File: src/rtl/id_hazard_scheduler.sv
// id_hazard_scheduler: decode-stage stall/bubble scheduler tracking in-flight register writers
module id_hazard_scheduler #(
    parameter bit FORWARD   = 1'b0,
    parameter bit WB_BYPASS = 1'b1,
    parameter int CNT_W     = 32
) (
    input  logic             clk,
    input  logic             reset,
    input  logic             id_valid,
    input  logic [4:0]       id_rs1_addr,
    input  logic [4:0]       id_rs2_addr,
    input  logic [4:0]       id_rd_addr,
    input  logic             id_reg_write,
    input  logic             id_mem_read,
    input  logic             flush,
    output logic             stall_pc,
    output logic             stall_if_id,
    output logic             bubble_id_ex,
    output logic [31:0]      pending_mask,
    output logic [CNT_W-1:0] stall_cnt
);
    typedef struct packed {
        logic       valid;
        logic [4:0] rd;
        logic       load;
    } slot_t;

    slot_t e, m, w;
    logic  hit_e, hit_m, hit_w, hazard, stall, issue;

    function automatic logic src_hit(input slot_t s, input logic [4:0] a, input logic [4:0] b);
        return s.valid & (((a != 5'd0) & (s.rd == a)) | ((b != 5'd0) & (s.rd == b)));
    endfunction

    function automatic logic [31:0] onehot(input slot_t s);
        return s.valid ? (32'd1 << s.rd) : 32'd0;
    endfunction

    // operand availability check against the shadow slots; flush overrides any stall
    always_comb begin
        hit_e        = src_hit(e, id_rs1_addr, id_rs2_addr);
        hit_m        = src_hit(m, id_rs1_addr, id_rs2_addr);
        hit_w        = src_hit(w, id_rs1_addr, id_rs2_addr);
        hazard       = id_valid & (FORWARD ? (e.load & hit_e) : (hit_e | hit_m | (hit_w & !WB_BYPASS)));
        stall        = hazard & !flush;
        issue        = id_valid & !hazard & !flush & id_reg_write & (id_rd_addr != 5'd0);
        stall_pc     = stall;
        stall_if_id  = stall;
        bubble_id_ex = stall | flush;
        pending_mask = (onehot(e) | onehot(m) | onehot(w)) & ~32'd1;
    end

    // shift producers through EX/MEM/WB every cycle and count stall cycles with saturation
    always_ff @(posedge clk or negedge reset) begin
        if (!reset) begin
            e         <= '0;
            m         <= '0;
            w         <= '0;
            stall_cnt <= '0;
        end else begin
            w <= m;
            m <= e;
            e <= issue ? {1'b1, id_rd_addr, id_mem_read} : '0;
            if (stall && stall_cnt != {CNT_W{1'b1}})
                stall_cnt <= stall_cnt + CNT_W'(1);
        end
    end
endmodule

File: config.mk
export PLATFORM = sky130hd
export DESIGN_NAME = id_hazard_scheduler
export DESIGN_NICKNAME = d
export VERILOG_FILES = /design/src/rtl/id_hazard_scheduler.sv
export SDC_FILE = /design/constraint.sdc
export NUM_CORES = 1
export LEC_CHECK = 0
export ABC_CLOCK_PERIOD_IN_PS = 6700
export BUFFER_PORTS_ARGS = -buffer_cell sky130_fd_sc_hd__buf_2
export CAP_MARGIN = 10
export CORE_MARGIN = 1
export CORE_UTILIZATION = 50
export DETAILED_ROUTE_END_ITERATION = 16
export PLACE_DENSITY = 0.83
export REMOVE_ABC_BUFFERS = 1
export SLEW_MARGIN = 0
export SYNTH_ARGS = -nofsm -noshare
export SYNTH_HDL_FRONTEND = slang
export SYNTH_SLANG_ARGS = --single-unit
File: constraint.sdc
create_clock -name clk -period 6.7 [get_ports clk]
set_input_delay 1.34 -clock clk [delete_from_list [all_inputs] [get_ports clk]]
set_output_delay 1.34 -clock clk [all_outputs]
set_load 0.1 [all_outputs]
Word level (Yosys, flattened, before mapping)
Index checks and enable logic that the tools add are counted.

Register bits: 50. Bits of input ports: 21. Output and inout port bits: 67. Word-level logic and storage cells: 44.

$add $sub $neg: 1. Equal/unequal tests: 5. Shift-type cells: 3. Multiplexer cells: 4. Bitwise logic cells: 18. Reductions and logical operators: 6.

Operator list (count): $mux W32 (3); $shl A1 B5 Y32 const A (3); $or A32 B32 Y32 (2); $add A32 B1 Y32 const B (1); $ne A32 B32 Y1 const B (1); $eq A5 B5 Y1 (4); $reduce_bool A5 Y1 (3); $and A1 B1 Y1 (12); $mux W7 (1); $or A1 B1 Y1 (4); $logic_not A1 Y1 (2); $logic_and A1 B1 Y1 (1).

Longest topological paths before layout
Depth in word-level cells: 12. Depth in mapped cells: 10. Gate-level depth less buffers: 8.

Least setup slack after synthesis
OpenSTA, ideal clock, no wires.

Path kind: input port to output port. Start: in id_rs2_addr[4]. End: out bubble_id_ex. Data arrival time: 3.600 ns. Data required time: 5.360 ns. Slack: 1.760 ns. Stages on the path: 6. Buffers on the path: 0. Cells stage by stage: xnor2_1 > nand3_1 > or4_1 > nand2_1 > a22oi_1 > o21bai_1.

Longest elaborated chain between the ends: 8. Elaborated cells on any way between the ends: 13. Classes of those cells: 2 x eq/ne; 10 x bitwise; 1 x reduce/logical.

Ends and longest elaborated chain: start, declared (RTL line 11) `input logic [4:0] id_rs2_addr,`; $eq A5 B5 Y1 or $reduce_bool A5 Y1 (tied branches); $and A1 B1 Y1 (RTL line 32) `return s.valid & (((a != 5'd0) & (s.rd == a)) | ((b != 5'd0) & (s.rd == b)));`; $or A1 B1 Y1 (RTL line 32); $and A1 B1 Y1 (RTL line 32); $or A1 B1 Y1 * (RTL line 44) `hazard = id_valid & (FORWARD ? (e.load & hit_e) : (hit_e | hit_m | (hit_w & !WB_BYPASS)));`; $and A1 B1 Y1 * (RTL line 44); $and A1 B1 Y1 * (RTL line 45) `stall = hazard & !flush;`; $or A1 B1 Y1 * (RTL line 49) `bubble_id_ex = stall | flush;`; end, declared (RTL line 18) `output logic bubble_id_ex,`.

Mark *: on every way between the ends. The rest lies on a longest branch, timed or not.

Final worst setup path
Start: in id_rs2_addr[1]. End: out stall_pc.

Longest elaborated chain between the ends: 7. Elaborated cells on any way between the ends: 12. Classes of those cells: 2 x eq/ne; 9 x bitwise; 1 x reduce/logical.

Ends and longest elaborated chain: $eq A5 B5 Y1 or $reduce_bool A5 Y1 (tied branches); $and A1 B1 Y1 (RTL line 32); $or A1 B1 Y1 (RTL line 32); $and A1 B1 Y1 (RTL line 32); $or A1 B1 Y1 * (RTL line 44); $and A1 B1 Y1 * (RTL line 44); $and A1 B1 Y1 * (RTL line 45); end, declared (RTL line 16) `output logic stall_pc,`.

Marks and branches as above.

==> flow_metrics.py <==
metrics = {
    "sta": {
        "period_share": 0.7139,
        "hold_viol_final": 0,
        "setup_slack_ns": 1.917,
        "max-slew-margin-rel": 0.1533,
        "worstMarginPinSlew_ns": 1.267,
        "maxSlewViolCount": 0,
        "fin_crit_ns": 4.783,
        "setup_viol": 0,
        "fmax_mhz": 209.1,
        "setup_tns_ns": 0,
        "rsz0062_at_grt": "false",
        "fin_skew_ns": 0.01112,
    },
    "setup_path": {
        "cp_top_family": "buffers and inverters",
        "cp_common_cell": "buf_2",
        "cp-end-kind": "output port",
        "path_cells": "buf_2, xnor2_1, nand3_1, or4_1, a21oi_1, nor2_1, buf_4, inv_1, buf_2",
        "path_class": "in -> out",
        "worstPathRequired_ns": 5.36,
        "start_kind": "input port",
        "critPathArrivalTime_ns": 3.44,
        "critPathMaxStageDelay_ns": 0.50,
        "reg2reg_from": "stall_cnt[0]",
        "worstSetupStartpoint": "id_rs2_addr[1]",
        "rrSetupSlack_ns": 3.77,
        "cp_num_buf_inv": 4,
        "rr_worst_depth": 7,
        "r2r_end": "stall_cnt[1]",
        "cpMaxStageDelayCell": "or4_1",
        "worst-path-max-fanout": 21,
    },
    "route": {
        "drt_iter0_markers": 185,
        "wl_per_cell_um": 15.63,
        "vias": 3025,
        "drtAntennaViolNets": 0,
        "drt-total-wl_mm": 8.066,
        "drcViolationCount": 0,
        "vias_per_cell": 5.862,
        "first_pass_iters": 5,
    },
    "power_and_ir_drop": {
        "seqPwrFrac": 0.575,
        "peakVddDrop_mv": 0.1157,
        "p_comb_frac": 0.111,
        "power.net_switching_uw": 152.3,
        "p_clk_frac": 0.314,
        "power_density_nw_per_um2": 149.0,
        "p_sw_frac": 0.2779,
        "p_leak_uw": 0.002093,
        "internal-power_uw": 395.8,
    },
    "min_path": {
        "holdPathEnd": "stall_cnt[15]",
        "hold_class": "reg -> reg",
        "hold_depth": 1,
        "worstHoldStart": "stall_cnt[15]",
    },
    "cts": {
        "cts_resized": 0,
        "hold_buffers": 0,
        "cts.clk_slew.worst_paths_ns": 0.09,
        "post_cts_buffers": 0,
        "root_buffer": "clkbuf_8",
        "insertion_delay_ns": 0.30,
        "numCtsBuffers": 5,
        "clk_path_buf_depth": 2,
        "h-tree-depth": 2,
        "cts.sinks": 50,
        "cts_tree": "yes",
    },
    "global_route": {
        "grt_pass1_vias": 2647,
        "grt_use_met1": 0.3355,
        "use_met3": 0.03778,
        "overflow": 0,
        "grt_max_degree": 51,
        "grt.busiest_layer": "met2",
        "grt_pass1_wl_mm": 12.74,
        "grtUsageTotal": 0.2509,
        "grt_antenna_before_repair": 0,
        "use_met2": 0.4167,
    },
    "cells_and_area": {
        "syn_to_final_growth_pct": 16.57,
        "nets": 462,
        "n_antenna_cell": 0,
        "fillerInstances": 551,
        "drive_gt1_frac": 0.2222,
    },
    "yosys": {
        "yosysSeqAreaShare": 0.3964,
        "synth_top_area_cell": "dfrtp_1",
        "syn_area_um2": 3157,
        "yosysMostFrequentCell": "nand2_1",
        "async_reset_ff_frac": 1.000,
        "synthDistinctLibCells": 32,
        "synth_edf_count": 0,
        "netlist.area_leader.share": 0.3964,
        "netlist_top_cells_count": "nand2_1, dfrtp_1, xor2_1, a22oi_1, xnor2_1",
        "synthCells": 367,
        "syn_avg_cell_area_um2": 8.602,
        "synth_flop_cell": "dfrtp_1",
        "ys_top_cells_by_area": "dfrtp_1, nand2_1, xor2_1",
        "synth_seq_cells": 50,
        "ys_warn_count": 0,
    },
    "place": {
        "port-buffer-count": 85,
        "place.gp.congestion": 0.8677,
        "hpwlAfterDp_mm": 5.653,
        "pre_cts_slack_ns": 1.934,
    },
    "status": {
        "status": "finished, final reports clean",
    },
    "floorplan": {
        "die-area_um2": 6635,
        "start_util": 0.5269,
        "die_w_um": 81.46,
        "core_area_um2": 5991,
        "die_h_um": 81.46,
        "ios": 88,
        "rows": 28,
    },
    "job": {
        "maxCapViolations": 0,
    },
}
worst reg2reg max path: cells and delay by family, from the launching register on:
kind          cells  cell delay [ns]
simple gates      5             1.85
mux               1             0.35
fa+ha+maj         1             0.20
flops             1             0.41
cells by family (layout without fill, tap and decap cells):
group	count (synthesis)	in the layout	synth area share
adder cells (fa/ha/maj)	1	1	0.003963
buffers and inverters	29	103	0.04042
multiplexers	1	1	0.003567
AND/OR/NAND/NOR	198	198	0.3282
flip-flops	50	50	0.3964
XOR/XNOR	51	51	0.1415
other	1	1	0.001188
AO/OA/AOI/OAI	36	36	0.08482
cells in the final DEF, fill, tap and decap left out, drive strengths merged:
master and instances:
ha 1, nor2 17, nand3 13, nand4 7
nand2 85, or4 8, nor4 11, xor2 31
clkinvlp 1, and4 3, clkinv 2, clkbuf 5
mux2 1, nor3 13, dfrtp 50, a222oi 2
a21oi 3, nor3b 15, conb 1, and2 1
xnor2 20, buf 86, and3b 9, a22oi 30
or3 3, and3 13, o21bai 1, inv 9
stage by stage:
stage                     instance area, um2  total power [uW]    util  hold slack, ns  std cells
final                                   3680             548.1  0.6142          0.4890        516
after global routing                    3680             567.4  0.6142          0.5152        516
after CTS                               3680             553.0  0.6142          0.4950        516
after detailed placement                3590             382.0  0.5992          0.4762        508
after global placement                  3590             379.2  0.5992          0.4696        508
after floorplan                         3063             358.2       -          0.4309        347
state kept, by name, indices dropped and copies added (netlist names):
name       count
e              6
stall_cnt     32
m              6
w              6
area by class of cell:
| type | instances | area (um2) | area share |
|---|---|---|---|
| Sequential cell | 50 | 1251 | 0.3400 |
| Multi-Input combinational cell | 288 | 1778 | 0.4832 |
| Clock inverter | 3 | 21.27 | 0.005780 |
| Tap cell | 75 | 93.84 | 0.02550 |
| Clock buffer | 5 | 68.82 | 0.01870 |
| Timing Repair Buffer | 86 | 432.9 | 0.1176 |
| Inverter | 9 | 33.78 | 0.009181 |
how the worst max path moves through the flow:
stage	endpoint	slack, ns	depth (start not counted)
after floorplan	stall_if_id	1.44	6
after detailed placement	stall_pc	1.93	9
final	stall_pc	1.92	9
after global routing	stall_if_id	1.79	9
after global placement	stall_pc	1.97	9
after CTS	stall_pc	1.93	9
layer usage:
layer,share of wire,wire length [um]
met1,0.42,3415
met2,0.48,3853
met3,0.084,676
met4,0.015,121
met5,0,0
power by group through the flow:
stage,registers (uW),logic [uW],clock network (uW)
after floorplan,330,27.9,0
after global placement,320,58.8,0
after detailed placement,321,60.9,0
after CTS,315,61.0,177
after global routing,316,65.4,186
final,315,60.9,172
(Power assumes the default switching activity.)
